[config.mk]
export PLATFORM = sky130hd
export DESIGN_NAME = serial_subtractor
export DESIGN_NICKNAME = d
export VERILOG_FILES = /design/src/rtl/serial_sub_pkg.sv /design/src/rtl/serial_subtractor_full_sub.sv /design/src/rtl/serial_subtractor.sv
export SDC_FILE = /design/constraint.sdc
export NUM_CORES = 1
export LEC_CHECK = 0
export CORE_ASPECT_RATIO = 1.75
export CORE_MARGIN = 3
export CORE_UTILIZATION = 25
export DETAILED_ROUTE_END_ITERATION = 8
export PLACE_DENSITY = 0.44
export SLEW_MARGIN = 20
export SYNTH_ARGS = -nofsm -noshare
export SYNTH_HDL_FRONTEND = slang
export SYNTH_SLANG_ARGS = --single-unit
[constraint.sdc]
create_clock -name CLK -period 2.6 [get_ports CLK]
set_clock_uncertainty 0.2 [all_clocks]
set_input_delay 0.52 -clock CLK [delete_from_list [all_inputs] [get_ports CLK]]
set_output_delay 0.52 -clock CLK [all_outputs]
set_load 0.02 [all_outputs]
[src/rtl/serial_sub_pkg.sv]
// Shared types and limits for the bit-serial subtractor.
package serial_sub_pkg;

  // Widest operand the datapath is meant to be built with.
  localparam int MAX_WIDTH = 32;

  // Controller states: waiting for a request, one bit per clock, result pulse.
  typedef enum logic [1:0] {
    IDLE,
    SHIFT,
    FINISH
  } sub_state_t;

endpackage

[src/rtl/serial_subtractor_full_sub.sv]
// One-bit full subtractor: D = A - B - B_IN with borrow-out.
// This is the single arithmetic cell that the serial datapath reuses on every bit.
module full_subtractor (
  input  logic A,
  input  logic B,
  input  logic B_IN,
  output logic D,
  output logic B_OUT
);

  assign D     = A ^ B ^ B_IN;
  // A borrow is generated when A=0, B=1, and propagated when A==B.
  assign B_OUT = (~A & B) | (~(A ^ B) & B_IN);

endmodule

[src/rtl/serial_subtractor.sv]
// Bit-serial two's-complement subtractor, D = A - B - B_IN, LSB first.
// A START accepted in IDLE captures the operands; WIDTH SHIFT cycles follow,
// then a single FINISH cycle pulses DONE with D/B_OUT already valid.
// Optional macro SERIAL_SUB_OVERFLOW_EN adds a signed-overflow output V.
module serial_subtractor
  import serial_sub_pkg::*;
#(
  parameter int WIDTH = 8
) (
  input  logic             CLK,
  input  logic             RST,
  input  logic             START,
  input  logic [WIDTH-1:0] A,
  input  logic [WIDTH-1:0] B,
  input  logic             B_IN,
  output logic [WIDTH-1:0] D,
  output logic             B_OUT,
  output logic             BUSY,
  output logic             DONE
`ifdef SERIAL_SUB_OVERFLOW_EN
  ,
  output logic             V
`endif
);

  localparam int             CW       = (WIDTH > 1) ? $clog2(WIDTH) : 1;
  localparam logic [CW-1:0] LAST_BIT = CW'(WIDTH - 1);

  sub_state_t       state;
  sub_state_t       state_nxt;
  logic [WIDTH-1:0] a_sr;
  logic [WIDTH-1:0] b_sr;
  logic [WIDTH-1:0] r_sr;
  logic             borrow;
  logic [CW-1:0]    cnt;
  logic             bit_d;
  logic             bit_bout;
  logic             load;
  logic             last;

  // The one subtract cell, fed by the low bits of the operand shifters.
  full_subtractor u_cell (
    .A     (a_sr[0]),
    .B     (b_sr[0]),
    .B_IN  (borrow),
    .D     (bit_d),
    .B_OUT (bit_bout)
  );

  assign last = (state == SHIFT) && (cnt == LAST_BIT);

  // State register; reset is synchronous so it only acts on a clock edge.
  // NOTE: sequential state uses non-blocking assignments so every register
  // samples the pre-edge values, independent of block ordering.
  always_ff @(posedge CLK) begin
    if (RST) state <= IDLE;
    else     state <= state_nxt;
  end

  // Next-state decode and Moore outputs (BUSY/DONE depend on state only).
  // NOTE: every signal driven here gets a default first, so no path leaves
  // one unassigned and no latch is inferred.
  always_comb begin
    state_nxt = state;
    load      = 1'b0;
    BUSY      = 1'b0;
    DONE      = 1'b0;
    unique case (state)
      IDLE: begin
        if (START) begin
          load      = 1'b1;
          state_nxt = SHIFT;
        end
      end
      SHIFT: begin
        BUSY = 1'b1;
        if (cnt == LAST_BIT) state_nxt = FINISH;
      end
      FINISH: begin
        BUSY      = 1'b1;
        DONE      = 1'b1;
        state_nxt = IDLE;
      end
      default: state_nxt = IDLE;
    endcase
  end

  // Datapath: capture on accept, shift one bit per SHIFT cycle, publish on the last.
  always_ff @(posedge CLK) begin
    if (RST) begin
      a_sr   <= '0;
      b_sr   <= '0;
      r_sr   <= '0;
      borrow <= 1'b0;
      cnt    <= '0;
      D      <= '0;
      B_OUT  <= 1'b0;
`ifdef SERIAL_SUB_OVERFLOW_EN
      V      <= 1'b0;
`endif
    end else if (load) begin
      a_sr   <= A;
      b_sr   <= B;
      borrow <= B_IN;
      cnt    <= '0;
    end else if (state == SHIFT) begin
      a_sr   <= a_sr >> 1;
      b_sr   <= b_sr >> 1;
      r_sr   <= {bit_d, r_sr[WIDTH-1:1]};
      borrow <= bit_bout;
      cnt    <= cnt + 1'b1;
      if (last) begin
        D     <= {bit_d, r_sr[WIDTH-1:1]};
        B_OUT <= bit_bout;
`ifdef SERIAL_SUB_OVERFLOW_EN
        // On the last bit a_sr[0]/b_sr[0] are the sign bits: overflow only
        // when the signs differ and the result sign departs from A.
        V     <= (a_sr[0] ^ b_sr[0]) & (bit_d ^ a_sr[0]);
`endif
      end
    end
  end

endmodule
==> impl_metrics.tcl, run 1 <==
set metrics [dict create \
    outcome "completed" \
    stdcell_count 284 \
    rows 39 \
    clock-sinks 38 \
    vdd_drop_max_mv 0.3518 \
    via_count 1229 \
    drtPass1Iterations 4 \
    vias_per_cell 4.327 \
    post-dp-hpwl_microns 2292 \
    antenna_found_initial 0 \
    worstHoldPathType "reg2reg" \
    endpoint_kind "output pin" \
    synth_nets 202 \
    crit_required_ns 1.88 \
    synth_cell_types 24 \
    grt_use_total_pct 9.255 \
    hold_viol 0 \
    setup_violations 0 \
    cts_root_buffer "clkbuf_16" \
    wire_per_inst_microns 11.75 \
    crit_path_start_kind "register" \
    setup-tns-final_ns 0 \
    synth.area.top_cells "dfxtp_1 44%, mux2i_1 19%, nand2b_1 7.2%" \
    layout-drive-gt1-share_pct 6.931 \
    cap_violations 0 \
    period_needed_ns 2.338 \
    ctsHoldBuffers 0 \
    p_total_mw 2.133 \
    leakagePower_nw 0.8331 \
    drt-total-wl_microns 3338 \
    drc 0 \
    portBuffers 30 \
    post_cts_buffers 0 \
    synth_seq_cells 38 \
    worstPathArrival_ns 1.62 \
    syn-instance-count 174 \
    grt_pass1_vias 1244 \
    ant_nets 0 \
    netlist_top_cells_count "38 x dfxtp_1, 33 x mux2i_1, 21 x nor2_1, 20 x nand2b_1, 14 x a211oi_1" \
    drt_iter0_markers 50 \
    core_sq_mm 0.006636 \
    pwr_density_cell_mw_per_mm2 929.2 \
    max_freq_ghz 0.4278 \
    overflow 0 \
    cts.repair.resized 0 \
    final_util_pct 34.60 \
    grt_pass1_wl_microns 5823 \
    worst_pin_slew_ns 0.5764 \
    dieHeight_microns 116.3 \
    ff2ff_setup_slack_ns 0.78 \
    synth_warnings 0 \
    final.fill_count 719 \
    path_clk_slew_ns 0.06 \
    antenna_cells 0 \
    die_x_microns 69.01 \
    initial_core_util_pct 26.17 \
    ys_seq_area_share_pct 43.80 \
    post-place-cells 276 \
    synth_most_common_cell "dfxtp_1" \
    slew-limit-headroom_pct 61.58 \
    synth-main-ff-cell "dfxtp_1" \
    boundaryPins 31 \
    clockBufferDepth 2 \
    fin_crit_sh_pct 89.91 \
    rsz0062_at_grt "false" \
    die-area_sq_mm 0.008022 \
    final_area_sq_mm 0.002296 \
    finalNetCount 229 \
    insertion_delay_ns 0.28 \
    yosys.area.top_type_share_pct 43.80 \
    synthArstFlopShare_pct 0 \
    synth_edf_count 0 \
    path_class "reg2out" \
    grt_max_degree 49 \
    cts_tree "done" \
    crit_fanout 4 \
    place_area_sq_mm 0.002097 \
    cts_htree_levels 2 \
    drv_slew 0 \
    syn_area_sq_mm 0.001737 \
    avgSynthCellArea_sq_um 9.981 \
    numCtsBuffers 5 \
    yosysTopAreaCell "dfxtp_1" \
    syn_to_final_growth_pct 32.20 \
    gp_congestion 0.6679 \
]
[through the flow]
stage | setup WS (ns) | hold slack (ns)
final | 0.2624 | 0.2702
after global routing | 0.1709 | 0.2891
after CTS | 0.2324 | 0.2743
after detailed placement | 0.4496 | 0.2615
after global placement | 0.4791 | 0.2623
after floorplan | 1.080 | 0.2512
[layout by cell type (no fill, tap or decap)]
master	n
buf_12	1
inv_1	6
nor3_1	3
mux2i_1	33
bufinv_16	2
and3_1	1
buf_4	3
a21oi_1	3
ha_1	7
nand3b_1	2
xnor2_1	1
nand2_2	1
clkdlybuf4s50_1	30
o211ai_1	1
nand2_1	4
a211oi_1	14
dfxtp_1	38
clkbuf_16	5
a31oi_1	1
a211oi_2	1
nand2b_1	20
fa_1	1
nor2_1	21
a22oi_1	1
and2_1	1
clkbuf_8	1
[per-layer routing]
layer / global-route usage [%] / vias up / wire [microns]
li1: - / 639 / -
met1: 10.08 / 560 / 1459
met2: 15.88 / 23 / 1644
met3: 3.015 / 7 / 149
met4: 5.085 / 0 / 85
met5: 0 / - / 0
[worst max-delay path, stage by stage, from the launching register on]
cell and delay (ns):
dfxtp_1 0.37, inv_1 0.10, ha_1 0.28, clkdlybuf4s50_1 0.59
[flip-flops by register name, summed over array words and instances, names as in the netlist]
| signal | cells |
|---|---|
| D | 8 |
| a_sr | 8 |
| b_sr | 8 |
| r_sr | 7 |
| cnt | 3 |
| state | 2 |
| B_OUT | 1 |
| borrow | 1 |
[logic make-up (layout without fill, tap and decap cells)]
family | after synthesis | count (layout) | share of synthesized area, %
AOI/OAI and AO/OA | 21 | 21 | 8.862
xor gates and xnor gates | 1 | 1 | 0.5044
adders and majority gates | 8 | 8 | 6.196
buffers and inverters | 20 | 48 | 6.196
DFF | 38 | 38 | 43.80
muxes | 33 | 33 | 19.02
and+or+nand+nor | 53 | 53 | 15.42
[path summary, 6_finish.rpt]
check                                      startpoint           endpoint  depth (start not counted)
worst max-delay path            state[0]$_SDFFE_PP0P_               BUSY                          3
worst min-delay path                D[0]$_SDFFE_PP0P_  D[0]$_SDFFE_PP0P_                          2
worst max register to register  state[0]$_SDFFE_PP0P_  D[6]$_SDFFE_PP0P_                          5
worst min register to register      D[0]$_SDFFE_PP0P_  D[0]$_SDFFE_PP0P_                          2
[where the power goes]
part           switching (mW)  internal (mW)  total [mW]  leakage (nW)
Sequential             0.0549          0.683       0.738         0.310
Combinational           0.305          0.285       0.590         0.426
Clock                   0.230          0.576       0.805        0.0971
[cell type report]
type,instances,area (sq um),share of cell area [%]
multi-input cells,116,868.3,37.82
inverters,6,22.52,0.9809
well taps,82,102.6,4.469
repair buffers,34,342.8,14.93
clock buffers,6,138.9,6.049
clock inverters,2,60.06,2.616
flip-flops and latches,38,760.7,33.13
(Power assumes the default switching activity.)
==> run 2, diff against run 1 <==
Settings changed: CTS_CLUSTER_DIAMETER set to 100.
==> results of run 2 <==
Same layout as run 1: the final DEF is identical, and so are final timing and power.
